`config.mk`:
```
export PLATFORM = sky130hd
export DESIGN_NAME = echip_clk_monitor
export DESIGN_NICKNAME = d
export VERILOG_FILES = /design/src/rtl/echip_clk_pkg.sv /design/src/rtl/echip_clk_monitor_sampler.sv /design/src/rtl/echip_clk_monitor.sv
export SDC_FILE = /design/constraint.sdc
export NUM_CORES = 1
export LEC_CHECK = 0
export CORE_MARGIN = 2
export CORE_UTILIZATION = 54
export CTS_BUF_LIST = sky130_fd_sc_hd__clkbuf_4 sky130_fd_sc_hd__clkbuf_8
export DETAILED_ROUTE_END_ITERATION = 8
export PLACE_DENSITY = 0.81
export SETUP_SLACK_MARGIN = 0.15
export SYNTH_ARGS = -nofsm -noshare
export SYNTH_HDL_FRONTEND = slang
export SYNTH_SLANG_ARGS = --single-unit
```
`constraint.sdc`:
```
create_clock -name clk -period 2.4 [get_ports clk]
set_clock_uncertainty 0.1 [all_clocks]
set_input_delay 0.36 -clock clk [delete_from_list [all_inputs] [get_ports clk]]
set_output_delay 0.36 -clock clk [all_outputs]
set_load 0.01 [all_outputs]
```
`src/rtl/echip_clk_pkg.sv`:
```
// Shared definitions for the on-chip clock monitor.
//   - state_t      : monitor FSM states
//   - DEF_PAT_*    : default 16-slot clock patterns (bit i = value at slot i)
//   - BIT_*        : clock-vector bit positions, shared with the clock generator
//   - expected_vec : expected {sclk, phi1F, phi2, phi1} vector at a given slot
package echip_clk_pkg;

    typedef enum logic [2:0] {
        ST_IDLE    = 3'd0,
        ST_SEARCH  = 3'd1,
        ST_LOCKING = 3'd2,
        ST_LOCKED  = 3'd3,
        ST_FAULT   = 3'd4
    } state_t;

    localparam logic [15:0] DEF_PAT_PHI1  = 16'h00FE;
    localparam logic [15:0] DEF_PAT_PHI2  = 16'hFE00;
    localparam logic [15:0] DEF_PAT_PHI1F = 16'hFF00;
    localparam logic [15:0] DEF_PAT_SCLK  = 16'hFF00;
    localparam int          DEF_ALIGN_IDX    = 8;
    localparam int          DEF_LOCK_PERIODS = 4;

    localparam int BIT_PHI1  = 0;
    localparam int BIT_PHI2  = 1;
    localparam int BIT_PHI1F = 2;
    localparam int BIT_SCLK  = 3;

    function automatic logic [3:0] expected_vec(
        input logic [15:0] pat_phi1,
        input logic [15:0] pat_phi2,
        input logic [15:0] pat_phi1f,
        input logic [15:0] pat_sclk,
        input logic [3:0]  slot
    );
        logic [3:0] v;
        v            = '0;
        v[BIT_PHI1]  = pat_phi1[slot];
        v[BIT_PHI2]  = pat_phi2[slot];
        v[BIT_PHI1F] = pat_phi1f[slot];
        v[BIT_SCLK]  = pat_sclk[slot];
        return v;
    endfunction

endpackage

```
`src/rtl/echip_clk_monitor_sampler.sv`:
```
// Input stage of the clock monitor.
//   clk, rst           : serializer clock, synchronous active-high reset
//   phi1, phi2, phi1F,
//   sclk               : monitored clocks (synchronous to clk)
//   s_q_o              : registered clock vector {sclk, phi1F, phi2, phi1}
//   sclk_rise          : s_q.sclk = 1 while the previous sample had sclk = 0
//   overlap            : phi1 and phi2 both high in s_q
module echip_clk_sampler
    import echip_clk_pkg::*;
(
    input  logic       clk,
    input  logic       rst,
    input  logic       phi1,
    input  logic       phi2,
    input  logic       phi1F,
    input  logic       sclk,
    output logic [3:0] s_q_o,
    output logic       sclk_rise,
    output logic       overlap
);

    logic [3:0] s_d, s_q;
    logic [3:0] s_qq_d, s_qq;

    always_comb begin
        s_d            = '0;
        s_d[BIT_PHI1]  = phi1;
        s_d[BIT_PHI2]  = phi2;
        s_d[BIT_PHI1F] = phi1F;
        s_d[BIT_SCLK]  = sclk;
        s_qq_d         = s_q;
    end

    always_ff @(posedge clk) begin
        if (rst) begin
            s_q  <= '0;
            s_qq <= '0;
        end else begin
            s_q  <= s_d;
            s_qq <= s_qq_d;
        end
    end

    assign s_q_o     = s_q;
    assign sclk_rise = s_q[BIT_SCLK] & ~s_qq[BIT_SCLK];
    assign overlap   = s_q[BIT_PHI1] & s_q[BIT_PHI2];

endmodule

```
`src/rtl/echip_clk_monitor.sv`:
```
// Clock pattern monitor for phi1/phi2/phi1F/sclk.
//   clk, rst      : 81.92 MHz serializer clock, synchronous active-high reset
//   enable        : low forces IDLE (sticky flags and err_count kept)
//   clear_fault   : pulse; leaves FAULT, clears err_mask and overlap_err
//   phi1..sclk    : monitored clocks
//   locked, fault : state indicators
//   overlap_err   : sticky phi1/phi2 overlap flag
//   err_mask      : {sclk, phi1F, phi2, phi1} mismatch bits at FAULT entry
//   err_count     : saturating FAULT entry count (rst only clears it)
//   phase         : current slot (0 outside LOCKING/LOCKED)
//   period_strobe : high while LOCKED and phase is 15
module echip_clk_monitor
    import echip_clk_pkg::*;
#(
    parameter logic [15:0] PAT_PHI1     = DEF_PAT_PHI1,
    parameter logic [15:0] PAT_PHI2     = DEF_PAT_PHI2,
    parameter logic [15:0] PAT_PHI1F    = DEF_PAT_PHI1F,
    parameter logic [15:0] PAT_SCLK     = DEF_PAT_SCLK,
    parameter int          ALIGN_IDX    = DEF_ALIGN_IDX,
    parameter int          LOCK_PERIODS = DEF_LOCK_PERIODS
) (
    input  logic       clk,
    input  logic       rst,
    input  logic       enable,
    input  logic       clear_fault,
    input  logic       phi1,
    input  logic       phi2,
    input  logic       phi1F,
    input  logic       sclk,
    output logic       locked,
    output logic       fault,
    output logic       overlap_err,
    output logic [3:0] err_mask,
    output logic [7:0] err_count,
    output logic [3:0] phase,
    output logic       period_strobe
);

    // Slot following the sclk rise: the sample that aligned us is slot ALIGN_IDX,
    // so the next sample to be compared is ALIGN_IDX + 1.
    localparam logic [3:0] ALIGN_NEXT  = 4'((ALIGN_IDX + 1) % 16);
    localparam logic [3:0] LOCK_TARGET = 4'(LOCK_PERIODS);

    logic [3:0] s_q;
    logic       sclk_rise;
    logic       overlap_now;

    echip_clk_sampler u_sampler (
        .clk       (clk),
        .rst       (rst),
        .phi1      (phi1),
        .phi2      (phi2),
        .phi1F     (phi1F),
        .sclk      (sclk),
        .s_q_o     (s_q),
        .sclk_rise (sclk_rise),
        .overlap   (overlap_now)
    );

    state_t     state_q, state_d;
    logic [3:0] phase_q, phase_d;
    logic [3:0] period_cnt_q, period_cnt_d;
    logic [3:0] err_mask_q, err_mask_d;
    logic [7:0] err_count_q, err_count_d;
    logic       locked_q, locked_d;
    logic       fault_q, fault_d;
    logic       overlap_err_q, overlap_err_d;
    logic       period_strobe_q, period_strobe_d;

    logic [3:0] exp_vec;
    logic [3:0] mism_vec;
    logic       mismatch;

    // phase_q always names the slot held in s_q, so the compare is same-cycle.
    assign exp_vec  = expected_vec(PAT_PHI1, PAT_PHI2, PAT_PHI1F, PAT_SCLK, phase_q);
    assign mism_vec = s_q ^ exp_vec;
    assign mismatch = |mism_vec;

    // State register
    always_ff @(posedge clk) begin
        if (rst) begin
            state_q <= ST_IDLE;
        end else begin
            state_q <= state_d;
        end
    end

    // Next-state and slot/period/error bookkeeping
    always_comb begin
        state_d      = state_q;
        phase_d      = phase_q;
        period_cnt_d = period_cnt_q;
        err_mask_d   = err_mask_q;
        err_count_d  = err_count_q;

        if (!enable) begin
            state_d = ST_IDLE;
            phase_d = '0;
        end else begin
            case (state_q)
                ST_IDLE: begin
                    state_d = ST_SEARCH;
                    phase_d = '0;
                end
                ST_SEARCH: begin
                    phase_d = '0;
                    if (sclk_rise) begin
                        state_d      = ST_LOCKING;
                        phase_d      = ALIGN_NEXT;
                        period_cnt_d = '0;
                    end
                end
                ST_LOCKING: begin
                    if (mismatch) begin
                        state_d = ST_SEARCH;
                        phase_d = '0;
                    end else begin
                        phase_d = phase_q + 4'd1;
                        // The partial first period ends here too and counts.
                        if (phase_q == 4'd15) begin
                            period_cnt_d = period_cnt_q + 4'd1;
                            if ((period_cnt_q + 4'd1) == LOCK_TARGET) begin
                                state_d = ST_LOCKED;
                            end
                        end
                    end
                end
                ST_LOCKED: begin
                    if (mismatch) begin
                        state_d    = ST_FAULT;
                        phase_d    = '0;
                        err_mask_d = mism_vec;
                        if (err_count_q != 8'hFF) begin
                            err_count_d = err_count_q + 8'd1;
                        end
                    end else begin
                        phase_d = phase_q + 4'd1;
                    end
                end
                ST_FAULT: begin
                    phase_d = '0;
                    if (clear_fault) begin
                        state_d    = ST_SEARCH;
                        err_mask_d = '0;
                    end
                end
                default: begin
                    state_d = ST_IDLE;
                    phase_d = '0;
                end
            endcase
        end
    end

    // Outputs, registered from the next state so they line up with state_q
    always_comb begin
        locked_d        = (state_d == ST_LOCKED);
        fault_d         = (state_d == ST_FAULT);
        period_strobe_d = (state_d == ST_LOCKED) && (phase_d == 4'd15);
        // clear_fault beats a coincident overlap; the next offending sample re-sets it.
        overlap_err_d   = clear_fault ? 1'b0 : (overlap_err_q | overlap_now);
    end

    always_ff @(posedge clk) begin
        if (rst) begin
            phase_q         <= '0;
            period_cnt_q    <= '0;
            err_mask_q      <= '0;
            err_count_q     <= '0;
            locked_q        <= 1'b0;
            fault_q         <= 1'b0;
            overlap_err_q   <= 1'b0;
            period_strobe_q <= 1'b0;
        end else begin
            phase_q         <= phase_d;
            period_cnt_q    <= period_cnt_d;
            err_mask_q      <= err_mask_d;
            err_count_q     <= err_count_d;
            locked_q        <= locked_d;
            fault_q         <= fault_d;
            overlap_err_q   <= overlap_err_d;
            period_strobe_q <= period_strobe_d;
        end
    end

    assign locked        = locked_q;
    assign fault         = fault_q;
    assign overlap_err   = overlap_err_q;
    assign err_mask      = err_mask_q;
    assign err_count     = err_count_q;
    assign phase         = phase_q;
    assign period_strobe = period_strobe_q;

endmodule
```
==> results_dict.tcl <==
set metrics [dict create \
    seq_area_frac_synth_pct 42.1 \
    drt-initial-drc-count 82 \
    ant_nets 0 \
    synth_cell_types 48 \
    syn-num-nets 191 \
    synthFlopType "dfxtp_1" \
    ios 28 \
    power_uw 989 \
    die-area_um2 3540 \
    cts_tree "yes" \
    rsz0062_at_grt "no" \
    antennaDiodeCount 0 \
    hold_violations 0 \
    grt_max_degree 25 \
    grt-ovfl-total 0 \
    crit_type "flop to flop" \
    cts_setup_buffers 0 \
    synth_area_um2 1660 \
    vias 1514 \
    leakagePower_nw 0.675 \
    grt_use_total_pct 23.3 \
    area_growth_pct 23.3 \
    post_drt_via_cell_ratio 6.23 \
    power_frac_seq_pct 60.4 \
    cp-start-kind "flop" \
    numCtsBuffers 5 \
    wl_per_cell_um 16.2 \
    io_buffer_count 27 \
    grt_pass1_wl_um 6210 \
    hpwl_um 2840 \
    hold_class "flop to flop" \
    cts.clk_slew.worst_paths_ns 0.11 \
    ys_warn_count 0 \
    postCtsHoldBufs 0 \
    layout_setup_ws_ns 0.348 \
    layout-drive-gt1-share_pct 11.9 \
    combinationalPowerShare_pct 7.6 \
    rows 20 \
    outcome "finished, final reports clean" \
    worstMarginPinSlew_ns 0.695 \
    p_int_uw 731 \
    clkSinkCount 35 \
    cp_max_fo 12 \
    async_reset_ff_share_pct 0 \
    slew_headroom_pct 53.5 \
    fin_setup_tns_ns 0 \
    nets 220 \
    synth-seq-cells 35 \
    clock_path_buffers 2 \
    clock_power_share_pct 32.0 \
    die_y_um 59.5 \
    core_area_um2 3000 \
    first_global_vias 1451 \
    peakVddDrop_mv 0.482 \
    min_period_ns 2.05 \
    power.density_nw_per_um2 482 \
    place_area_um2 1950 \
    syn_inst 180 \
    maxSlewViolCount 0 \
    synth_edf_count 0 \
    finalCritPeriodShare_pct 85.5 \
    cts_htree_levels 2 \
    final_area_um2 2050 \
    worstPathRequired_ns 2.57 \
    timing.fmax_mhz 487 \
    gp_congestion 0.891 \
    switching_share_pct 26.1 \
    drc 0 \
    ctsResizeCount 0 \
    dpl_worst_slack_ns 0.173 \
    critPathArrivalTime_ns 2.23 \
    drv_cap 0 \
    endpoint_kind "flop" \
    antenna_found_initial 0 \
    start_util_pct 55.4 \
    fp.dieW_um 59.5 \
    finalSetupViolCount 0 \
    syn_area_per_cell_um2 9.24 \
    p_switching_uw 258 \
    routed_wl_um 3950 \
    root_buffer "clkbuf_4" \
    insertion_delay_ns 0.34 \
    drtPass1Iterations 4 \
]
[routing by layer]
| metal | track usage [%] | share of wire, % | vias to the layer above |
|---|---|---|---|
| met5 | 0 | 0 | - |
| met4 | 9.84 | 1.5 | 0 |
| met3 | 5.90 | 4.9 | 7 |
| met2 | 40.8 | 53 | 50 |
| met1 | 26.7 | 41 | 724 |
| li1 | - | - | 733 |
[synthesized netlist by cell type, types with 4 or more instances]
library cell | n | area share, %
a21oi_1 | 16 | 4.8
xnor2_1 | 5 | 2.6
nand2_1 | 9 | 2.0
inv_1 | 6 | 1.4
nand3_1 | 13 | 3.9
a31oi_1 | 4 | 1.5
nor2_1 | 5 | 1.1
dfxtp_1 | 35 | 42
xor2_1 | 5 | 2.6
or4_1 | 4 | 1.8
nor2b_1 | 8 | 3.0
clkbuf_1 | 4 | 0.90
or3_1 | 5 | 1.9
o31ai_1 | 8 | 3.6
o21ai_0 | 5 | 1.5
[worst paths after layout]
check               from           end  slack (ns)  depth (start not counted)
min reg2reg  err_mask[0]   err_mask[0]        0.38                          2
max           exp_vec[2]  err_count[7]        0.35                          4
max reg2reg   exp_vec[2]  err_count[7]        0.35                          4
min          err_mask[0]   err_mask[0]        0.38                          2
[cell families (layout without fill, tap and decap cells)]
logic type	count (synthesis)	after routing	share of synthesized area, %
simple gates	66	66	23.4
mux	1	1	0.602
xor+xnor	10	10	5.26
fa+ha+maj	3	3	2.26
flops	35	35	42.1
buf+inv	15	44	4.81
compound gates	50	51	21.6
[power groups by stage]
stage	combinational (mW)	sequential, mW	clock [mW]
floorplan	0.0449	0.605	0
global placement	0.0669	0.610	0
detailed placement	0.0692	0.610	0
CTS	0.0695	0.597	0.323
global route	0.0812	0.599	0.347
finish	0.0749	0.597	0.317
[flip-flops by register name (all words and copies together), names as in the netlist]
register         flops
err_mask             4
phase                4
fault                1
exp_vec              3
state_q              3
locked               1
u_sampler.s_q_o      4
overlap_err          1
period_strobe        1
period_cnt_q         4
err_count            8
u_sampler.s_qq       1
[cells in the final DEF, fill, tap and decap left out, types with 2 or more instances in the layout]
master	instances
dfxtp_1	35
clkdlybuf4s50_1	27
a21oi_1	16
nand3_1	13
nand2_1	9
nor2b_1	8
o31ai_1	8
inv_1	6
xnor2_1	5
nor2_1	5
or3_1	5
o21ai_0	5
clkbuf_4	5
a31oi_1	4
or4_1	4
nor3b_1	3
nand2b_1	3
xor2_1	3
ha_1	3
buf_4	3
xor2_2	2
nand4_1	2
o41ai_4	2
o21ai_2	2
and3_1	2
o41ai_1	2
and3_2	2
or2_2	2
a32oi_1	2
clkinvlp_4	2
[worst max-delay path, cell delays in order, from the launching register on]
cell,delay [ns]
dfxtp_1,0.50
xor2_1,0.47
o41ai_4,0.22
or4_1,0.51
a21oi_1,0.17
[area by class of cell]
cell class	instances	area (um2)
fillers	251	951
multi-input cells	131	937
flip-flops and latches	35	701
repair buffers	30	293
well taps	33	41.3
clock buffers	5	37.5
inverters	6	22.5
clock inverters	3	20.0
[stage by stage]
stage               utilization, %  hold slack, ns  std cells
global route                  68.3           0.413        243
CTS                           66.9           0.382        242
floorplan                        -           0.339        180
global placement              65.0           0.365        234
finish                        68.3           0.382        243
detailed placement            65.0           0.366        234
(Power assumes the default switching activity.)
